**config.mk**
```make
export PLATFORM = sky130hd
export DESIGN_NAME = fetch_stage
export DESIGN_NICKNAME = d
export VERILOG_FILES = /design/src/rtl/fetch_pkg.sv /design/src/rtl/fetch_stage.sv
export SDC_FILE = /design/constraint.sdc
export NUM_CORES = 1
export LEC_CHECK = 0
export CELL_PAD_IN_SITES_DETAIL_PLACEMENT = 1
export CELL_PAD_IN_SITES_GLOBAL_PLACEMENT = 1
export CORE_MARGIN = 2
export CORE_UTILIZATION = 26
export DETAILED_ROUTE_END_ITERATION = 10
export DONT_BUFFER_PORTS = 1
export PLACE_DENSITY = 0.44
export SYNTH_ARGS = -nofsm -noshare
export SYNTH_HDL_FRONTEND = slang
export SYNTH_SLANG_ARGS = --single-unit
```
**constraint.sdc**
```tcl
create_clock -name clk -period 5.9 [get_ports clk]
set_clock_uncertainty 0.1 [all_clocks]
set_input_delay 1.18 -clock clk [delete_from_list [all_inputs] [get_ports clk]]
set_output_delay 1.18 -clock clk [all_outputs]
set_load 0.1 [all_outputs]
```
**src/rtl/fetch_pkg.sv**
```systemverilog
// Shared types and constants for the instruction fetch stage.
package fetch_pkg;

    typedef enum logic [1:0] {
        IDLE  = 2'd0,
        WAIT  = 2'd1,
        VALID = 2'd2,
        DROP  = 2'd3
    } fetch_state_e;

    localparam logic [31:0] NOP_INSTR  = 32'h0000_0013;
    localparam int          OPCODE_LSB = 4;
    localparam int          OPCODE_MSB = 6;
    localparam logic [31:0] PC_STEP    = 32'd4;

    // Force a redirect target onto a word boundary.
    function automatic logic [31:0] word_align(input logic [31:0] a);
        return a & ~32'h3;
    endfunction

endpackage

```
**src/rtl/fetch_stage.sv**
```systemverilog
// RV32 instruction fetch: owns the PC, issues one imem request at a time,
// hands fetched words to decode, and squashes wrong-path fetches on redirect.
module fetch_stage
    import fetch_pkg::*;
#(
    parameter logic [31:0] RESET_PC = 32'h0000_0000
) (
    input  logic        clk,
    input  logic        rst_n,
    output logic        imem_req,
    output logic [31:0] imem_addr,
    input  logic        imem_rvalid,
    input  logic [31:0] imem_rdata,
    output logic        if_valid,
    input  logic        id_ready,
    output logic [31:0] if_pc,
    output logic [31:0] if_instr,
    output logic [2:0]  if_opcode,
    input  logic        br_taken,
    input  logic [31:0] br_target
);

    fetch_state_e state_q, state_d;
    logic [31:0]  pc_q, pc_d;       // address of the current/next request
    logic [31:0]  tgt_q, tgt_d;     // redirect target parked while draining a stale request
    logic [31:0]  instr_q, instr_d;
    logic [31:0]  ifpc_q, ifpc_d;
    logic [31:0]  br_pc;

    assign br_pc = word_align(br_target);

    // State and datapath registers; reset abandons any outstanding request.
    always_ff @(posedge clk or negedge rst_n) begin
        if (!rst_n) begin
            state_q <= IDLE;
            pc_q    <= RESET_PC;
            tgt_q   <= RESET_PC;
            instr_q <= '0;
            ifpc_q  <= '0;
        end else begin
            state_q <= state_d;
            pc_q    <= pc_d;
            tgt_q   <= tgt_d;
            instr_q <= instr_d;
            ifpc_q  <= ifpc_d;
        end
    end

    // Next-state and next-PC selection; a redirect outranks every other event.
    always_comb begin
        state_d = state_q;
        pc_d    = pc_q;
        tgt_d   = tgt_q;
        instr_d = instr_q;
        ifpc_d  = ifpc_q;
        unique case (state_q)
            IDLE: begin
                state_d = WAIT;
                if (br_taken) pc_d = br_pc;
            end
            WAIT: begin
                if (br_taken) begin
                    if (imem_rvalid) begin
                        // Request already completed: drop its data, refetch at target.
                        pc_d = br_pc;
                    end else begin
                        // Request still in flight: keep address stable until it returns.
                        tgt_d   = br_pc;
                        state_d = DROP;
                    end
                end else if (imem_rvalid) begin
                    instr_d = imem_rdata;
                    ifpc_d  = pc_q;
                    pc_d    = pc_q + PC_STEP;
                    state_d = VALID;
                end
            end
            VALID: begin
                if (br_taken) begin
                    pc_d    = br_pc;
                    state_d = WAIT;
                end else if (id_ready) begin
                    state_d = WAIT;
                end
            end
            DROP: begin
                if (br_taken) tgt_d = br_pc;
                if (imem_rvalid) begin
                    pc_d    = br_taken ? br_pc : tgt_q;
                    state_d = WAIT;
                end
            end
            default: state_d = IDLE;
        endcase
    end

    // The outstanding request's address is pc_q in both WAIT and DROP.
    assign imem_req  = (state_q == WAIT) || (state_q == DROP);
    assign imem_addr = pc_q;
    assign if_valid  = (state_q == VALID);
    assign if_pc     = ifpc_q;
    assign if_instr  = instr_q;
    assign if_opcode = instr_q[OPCODE_MSB:OPCODE_LSB];

endmodule

```
# After elaboration in Yosys (flattened, before gate mapping)
# Index checks and enable logic that the tools add are counted.
# classes
bitwise,1
add_sub_neg,1
n_mux,17
eq_ne,11
reduce_logical,8
# op_table
operator,n
$mux W32,8
$pmux W32 S3,1
$pmux W32 S2,1
$add A32 B3 Y32 const B,1
$mux W2,6
$reduce_and A3 Y1,3
$ne A2 B2 Y1 const B,4
$pmux W2 S4,1
$ne A3 B3 Y1 const B,2
$eq A2 B2 Y1 const B,2
$reduce_and A4 Y1,1
$ne A3 B1 Y1 const B,1
$eq A2 B1 Y1 const B,1
$logic_not A2 Y1,1
$ne A2 B1 Y1 const B,1
$reduce_bool A2 Y1,1
$reduce_or A2 Y1,1
$logic_or A1 B1 Y1,1
$not A1 Y1,1
# word_totals
in_bits,69
reg_bits,130
wordCells,43
out_inout_bits,101

# Logic depth before layout (Yosys ltp)
# Gate-level depths: netlist of run 1.
# logic_depth
depth_word,4
ltp_mapped,7
ltp_nobuf,6

# Worst setup path before layout of run 1
# OpenSTA, ideal clock, no wires.
# synth_path
path_type,register -> output
start,reg state_q[1]
end,out if_valid
stages_incl_launch_ff,4
required_time_ns,4.620
setup_slack_ns,2.467
path_buffers,2
arrival_ns,2.153
path_cell_list,dfrtp_1 > buf_4 > clkbuf_1 > nor2b_1
# synth_between
elab_chain_len,1
# synth_rtl
item,line_no,text
from (decl),fetch_stage.sv:23,"fetch_state_e state_q, state_d;"
from (signal assigned),fetch_stage.sv:41,state_q <= state_d;
$eq A2 B2 Y1,fetch_stage.sv:100,assign if_valid = (state_q == VALID);
to (decl),fetch_stage.sv:14,"output logic if_valid,"
# Every way passes these cells.

# Final worst setup path of run 1
# layout_path
start,reg state_q[0]
end,out if_valid
# Same word-level chain as after synthesis.

==> results of run 1 <==
[how the worst max path moves through the flow]
stage                      startpoint   endpoint  cells after the start
after floorplan            state_q[1]   if_valid                      3
after global placement    imem_rvalid  tgt_q[27]                      4
after detailed placement  imem_rvalid  tgt_q[26]                      4
after CTS                  state_q[0]   if_valid                      1
after global routing       state_q[0]   if_valid                      1
final                      state_q[0]   if_valid                      1
[through the flow]
stage	setup WS (ps)	cells
after floorplan	2467	513
after global placement	2528	810
after detailed placement	2541	810
after CTS	2395	842
after global routing	2382	842
final	2440	842
[logic make-up (layout without fill, tap and decap cells)]
| logic type | Yosys count | count (layout) | synth area share |
|---|---|---|---|
| DFF | 130 | 130 | 0.5225 |
| AOI/OAI and AO/OA | 106 | 106 | 0.1129 |
| and+or+nand+nor | 106 | 106 | 0.1075 |
| muxes | 104 | 104 | 0.1877 |
| buffers and inverters | 45 | 55 | 0.03778 |
| xor gates and xnor gates | 21 | 21 | 0.02954 |
| adders and majority gates | 1 | 1 | 0.002009 |
[flip-flops by register name (all words and copies together) (netlist names)]
name and flops:
imem_addr 32, if_pc 32, tgt_q 32, if_instr 32, state_q 2
[cell usage in the layout, fill, tap and decap left out, types with 3 or more instances in the layout]
| cell type | synthesis | routed |
|---|---|---|
| mux2_1 | 31 | 31 |
| o22ai_1 | 28 | 28 |
| a21oi_1 | 31 | 31 |
| dfrtp_2 | 0 | 4 |
| o31ai_1 | 3 | 3 |
| inv_1 | 7 | 7 |
| a211oi_1 | 12 | 12 |
| a211oi_2 | 5 | 5 |
| buf_4 | 4 | 16 |
| nand2_1 | 16 | 16 |
| clkinvlp_4 | 0 | 3 |
| xnor2_1 | 13 | 13 |
| nor2_1 | 32 | 32 |
| nand3_1 | 9 | 9 |
| xor2_1 | 8 | 8 |
| mux2_2 | 71 | 71 |
| clkbuf_16 | 0 | 17 |
| nor4_4 | 4 | 4 |
| nor3_1 | 10 | 10 |
| o21ai_0 | 12 | 12 |
| dfrtp_1 | 130 | 126 |
| clkinv_2 | 0 | 3 |
| nand4_1 | 7 | 7 |
| and4_4 | 3 | 3 |
| a22o_1 | 3 | 3 |
[metal layers]
layer | global-route usage | wire [µm]
met3 | 0.04127 | 862
met5 | 0 | 0
met2 | 0.2529 | 9290
met4 | 0.03878 | 148
met1 | 0.1773 | 7701
[cell type report]
| class | instances | area, µm² | share of cell area |
|---|---|---|---|
| Clock inverter | 12 | 132.6 | 0.01862 |
| Timing Repair Buffer | 16 | 120.1 | 0.01686 |
| Tap cell | 319 | 399.1 | 0.05603 |
| Sequential cell | 130 | 3258 | 0.4574 |
| Inverter | 7 | 26.28 | 0.003689 |
| Clock buffer | 20 | 446.7 | 0.06271 |
| Multi-Input combinational cell | 338 | 2740 | 0.3847 |
==> metrics, run 1 <==
FILL cells 2525; Setup crit start kind register; Commonest cells post-synth 130 x dfrtp_1, 71 x mux2_2, 32 x nor2_1; WL per Instance 21.38 µm; I/O pin count 170; total negative slack 0 ps; Max Fclk slightly below 300 MHz; # setup viols final 0; crit path cell chain nor2b_2; Min Hold Slack 352.7 ps; Top delay family on crit path simple AND/OR/NAND/NOR gates; most common cell in the netlist dfrtp_1; n_diodes 0; max_cap viols 0; Final nets 580; synth top area cells dfrtp_1 52%, mux2_2 13%, mux2_1 5.6%, o22ai_1 2.8%, a21oi_1 2.5%; row cnt 56; worst slew pin tran between 1000 and 1500 ps; reg2reg start state_q[0]; design area 7123 µm²; CTS tree built; routed wire length about 18000 µm; Detail Route Antenna Nets 0; slowest stage delay, CP 1010 ps; cell accounting for the most synthesized area dfrtp_1; vias in the first global route 4686; Pre-antenna DRT Iters 4; largest net degree at the start of global routing between 100 and 150; share of cells above drive strength 1 0.2753; Tcrit/Tclk final 0.5865; Yosys reg bits 130; Critical Path Sink Type output pin; r2r setup slk 2740 ps; register area share after synthesis 0.5225; Placed Area 6544 µm²; slowest CP cell nor2b_2; post-CTS setup repair buffer count 0; post-route minimum period 3460 ps; fin util 0.3035; cts repair resizes 0; Die ar. roughly 25000 µm²; detailed placement HPWL about 12000 µm; mapped cell area ~6200 µm²; Yosys cell types 54; Final Hold Vio Count 0; Via density 4.945; Worst slew margin 0.2396; Worst Path Buf+Inv 0; RSZ-0062 raised after global routing false; async set or reset register ratio after synthesis 1.000; mean area per synthesized cell about 12 µm²; initial antenna violation count 0; CTS root buffer clkbuf_16; Gate Count Post-Synth 513; critical setup path kind reg -> out; height of the die ~160 µm; first-pass GRT wire length about 29000 µm; CTS Hold Bufs 0; Post-Syn Nets 583; Initial Utilization 0.2652; GP Congestion 0.7462; CTS Buf Count 17; DR iter-0 viols around 180; share of the synthesized area in the top cell type 0.5225; Clock Tree Buf Depth 2; end of the worst register-to-register path if_instr[27]; crit-path max FO 25; critical path data arrival time 2180 ps; clk_lat worst skew 420 ps; DRC Markers 0; Worst EP required around 4600 ps; Hold Path Class in -> async; area grow syn2layout 14.41%; H-tree depth 4; via count roughly 4200; remaining global-route overflow 0; Clk pin slew, worst setup/hold paths 60 ps; CTS Sinks 130; worst-case reg-to-reg path depth 4; number of synthesis warnings 0; Pins Over Slew Limit 0; Post-synth EDFFs 0; Die Width 158.7 µm; number of port buffers 0; GRT Resource Usage Total 0.1458; status finished, final reports clean; core region area 23470 µm²; Top FF cell, synth dfrtp_1
Power of run 1 is left out: the tool's default activity adds up to more than one toggle a clock period on the data nets, which glitch-free logic cannot reach.
==> run 2, diff against run 1 <==
--- a/config.mk
+++ b/config.mk
@@ -11,7 +11,7 @@
 export CORE_UTILIZATION = 26
 export DETAILED_ROUTE_END_ITERATION = 10
 export DONT_BUFFER_PORTS = 1
-export PLACE_DENSITY = 0.44
+export PLACE_DENSITY = 0.46
 export SYNTH_ARGS = -nofsm -noshare
 export SYNTH_HDL_FRONTEND = slang
 export SYNTH_SLANG_ARGS = --single-unit
==> constraint.sdc (replaced) <==
create_clock -name clk -period 3.1 [get_ports clk]
set_clock_uncertainty 0.1 [all_clocks]
set_input_delay 0.62 -clock clk [delete_from_list [all_inputs] [get_ports clk]]
set_output_delay 0.62 -clock clk [all_outputs]
set_load 0.1 [all_outputs]
==> metrics, run 2 (synthesis results as in run 1) <==
Final Hold Vio Count 130; DR iter-0 viols 209; placed cells 835; Pins Over Slew Limit 0; clk_lat worst skew 430 ps; Max Fclk 404.7 MHz; initial antenna violation count 0; commonest non-fill, non-tap cell in the layout dfrtp_1; Clock Tree Buf Depth 2; critical path data arrival time 1750 ps; Worst slew margin 0.3312; total negative slack 0 ps; Critical Path Source state_q[0]; largest net degree at the start of global routing 131; worst-case reg-to-reg path depth 4; post-CTS setup repair buffer count 0; I/O pin count 170; share of cells above drive strength 1 0.3102; first-pass GRT wire length 29880 µm; crit-path max FO 15; CTS Sinks 130; slowest CP cell dfrtp_2; Via density approximately 5.0; GRT Resource Usage Total 0.1548; CTS root buffer clkbuf_16; critical setup path kind reg -> out; Setup WS post-layout 629.2 ps; # setup viols final 0; via count 4316; status finished with violations; Worst EP required 2380 ps; Critical Path End if_valid; Tcrit/Tclk final 0.7970; Clk pin slew, worst setup/hold paths 60 ps; detailed placement HPWL 12430 µm; worst slew pin tran between 1000 and 1500 ps; number of port buffers 0; pre-CTS setup slack 793.5 ps; reg2reg start state_q[0]; max_cap viols 0; CTS Buf Count 17; Min Hold Slack -212.0 ps; RSZ-0062 raised after global routing false; post-route minimum period 2471 ps; n_diodes 0; H-tree depth 4; remaining global-route overflow 0; WL per Instance 21.71 µm; Setup crit start kind register; slowest stage delay, CP 520 ps; Initial Utilization 0.2652; Final nets 605; cts repair resizes 0; row cnt 56; r2r setup slk 870 ps; CTS tree built; Die Width 158.7 µm; cell mode on critical path buf_4; height of the die 158.7 µm; core region area 23470 µm²; Critical Path Sink Type output pin; end of the worst register-to-register path if_instr[28]; FILL cells 2536; Pre-antenna DRT Iters 5; Die ar. 25200 µm²; Detail Route Antenna Nets 0; failing checks negative hold slack; most frequent cells in the layout 126 x dfrtp_1, 71 x mux2_2, 40 x buf_4; crit path cell chain buf_4, nor2b_2, buf_4; GP Congestion 0.7335; vias in the first global route about 4900; Hold Path Class in -> async; DRC Markers 0; area grow syn2layout 17.87%; Layout Cells excl Fill 867; routed wire length 18830 µm
==> run 2: cell types whose count changed in the layout (fill, tap and decap cells not counted) <==
cell	change
inv_6	+3
buf_4	+24
clkinv_2	-3
buf_12	+1
clkbuf_1	-1
clkinvlp_4	+1
==> run 2: layout make-up <==
class / instances / area (µm²) / share of cell area
clock inverters: 13 / 151.4 / 0.02063
well taps: 319 / 399.1 / 0.05439
flip-flops and latches: 130 / 3258 / 0.4440
repair buffers: 41 / 320.3 / 0.04365
multi-input cells: 338 / 2740 / 0.3734
inverters: 7 / 26.28 / 0.003581
clock buffers: 19 / 442.9 / 0.06036
==> run 2: layer usage <==
metal  vias to the layer above  track usage  wire (µm)
li1                       1925            -          -
met1                      2272       0.1871       8141
met2                        98       0.2632       9435
met3                        21      0.04676        979
met4                         0      0.05046        270
met5                         -            0          0
==> run 2: worst max-delay path: cells and delay by family, from the launching register on <==
kind	cells	cell delay (ps)
DFF	1	520
buffers and inverters	2	620
and+or+nand+nor	1	170
==> run 2: how the worst min path moves through the flow <==
| stage | cells past startpoint | startpoint | to |
|---|---|---|---|
| floorplan | 0 | rst_n | if_instr[0] |
| detailed placement | 0 | rst_n | if_pc[4] |
| CTS | 0 | rst_n | if_pc[4] |
| finish | 0 | rst_n | if_pc[4] |
| global placement | 0 | rst_n | if_pc[4] |
| global route | 0 | rst_n | if_pc[4] |
==> run 2: stage by stage <==
stage,utilization,instance area (µm²)
after floorplan,-,6226
after global placement,0.2873,6744
after detailed placement,0.2873,6744
after CTS,0.3126,7338
after global routing,0.3126,7338
final,0.3126,7338
Power of run 2 is left out for the same reason.
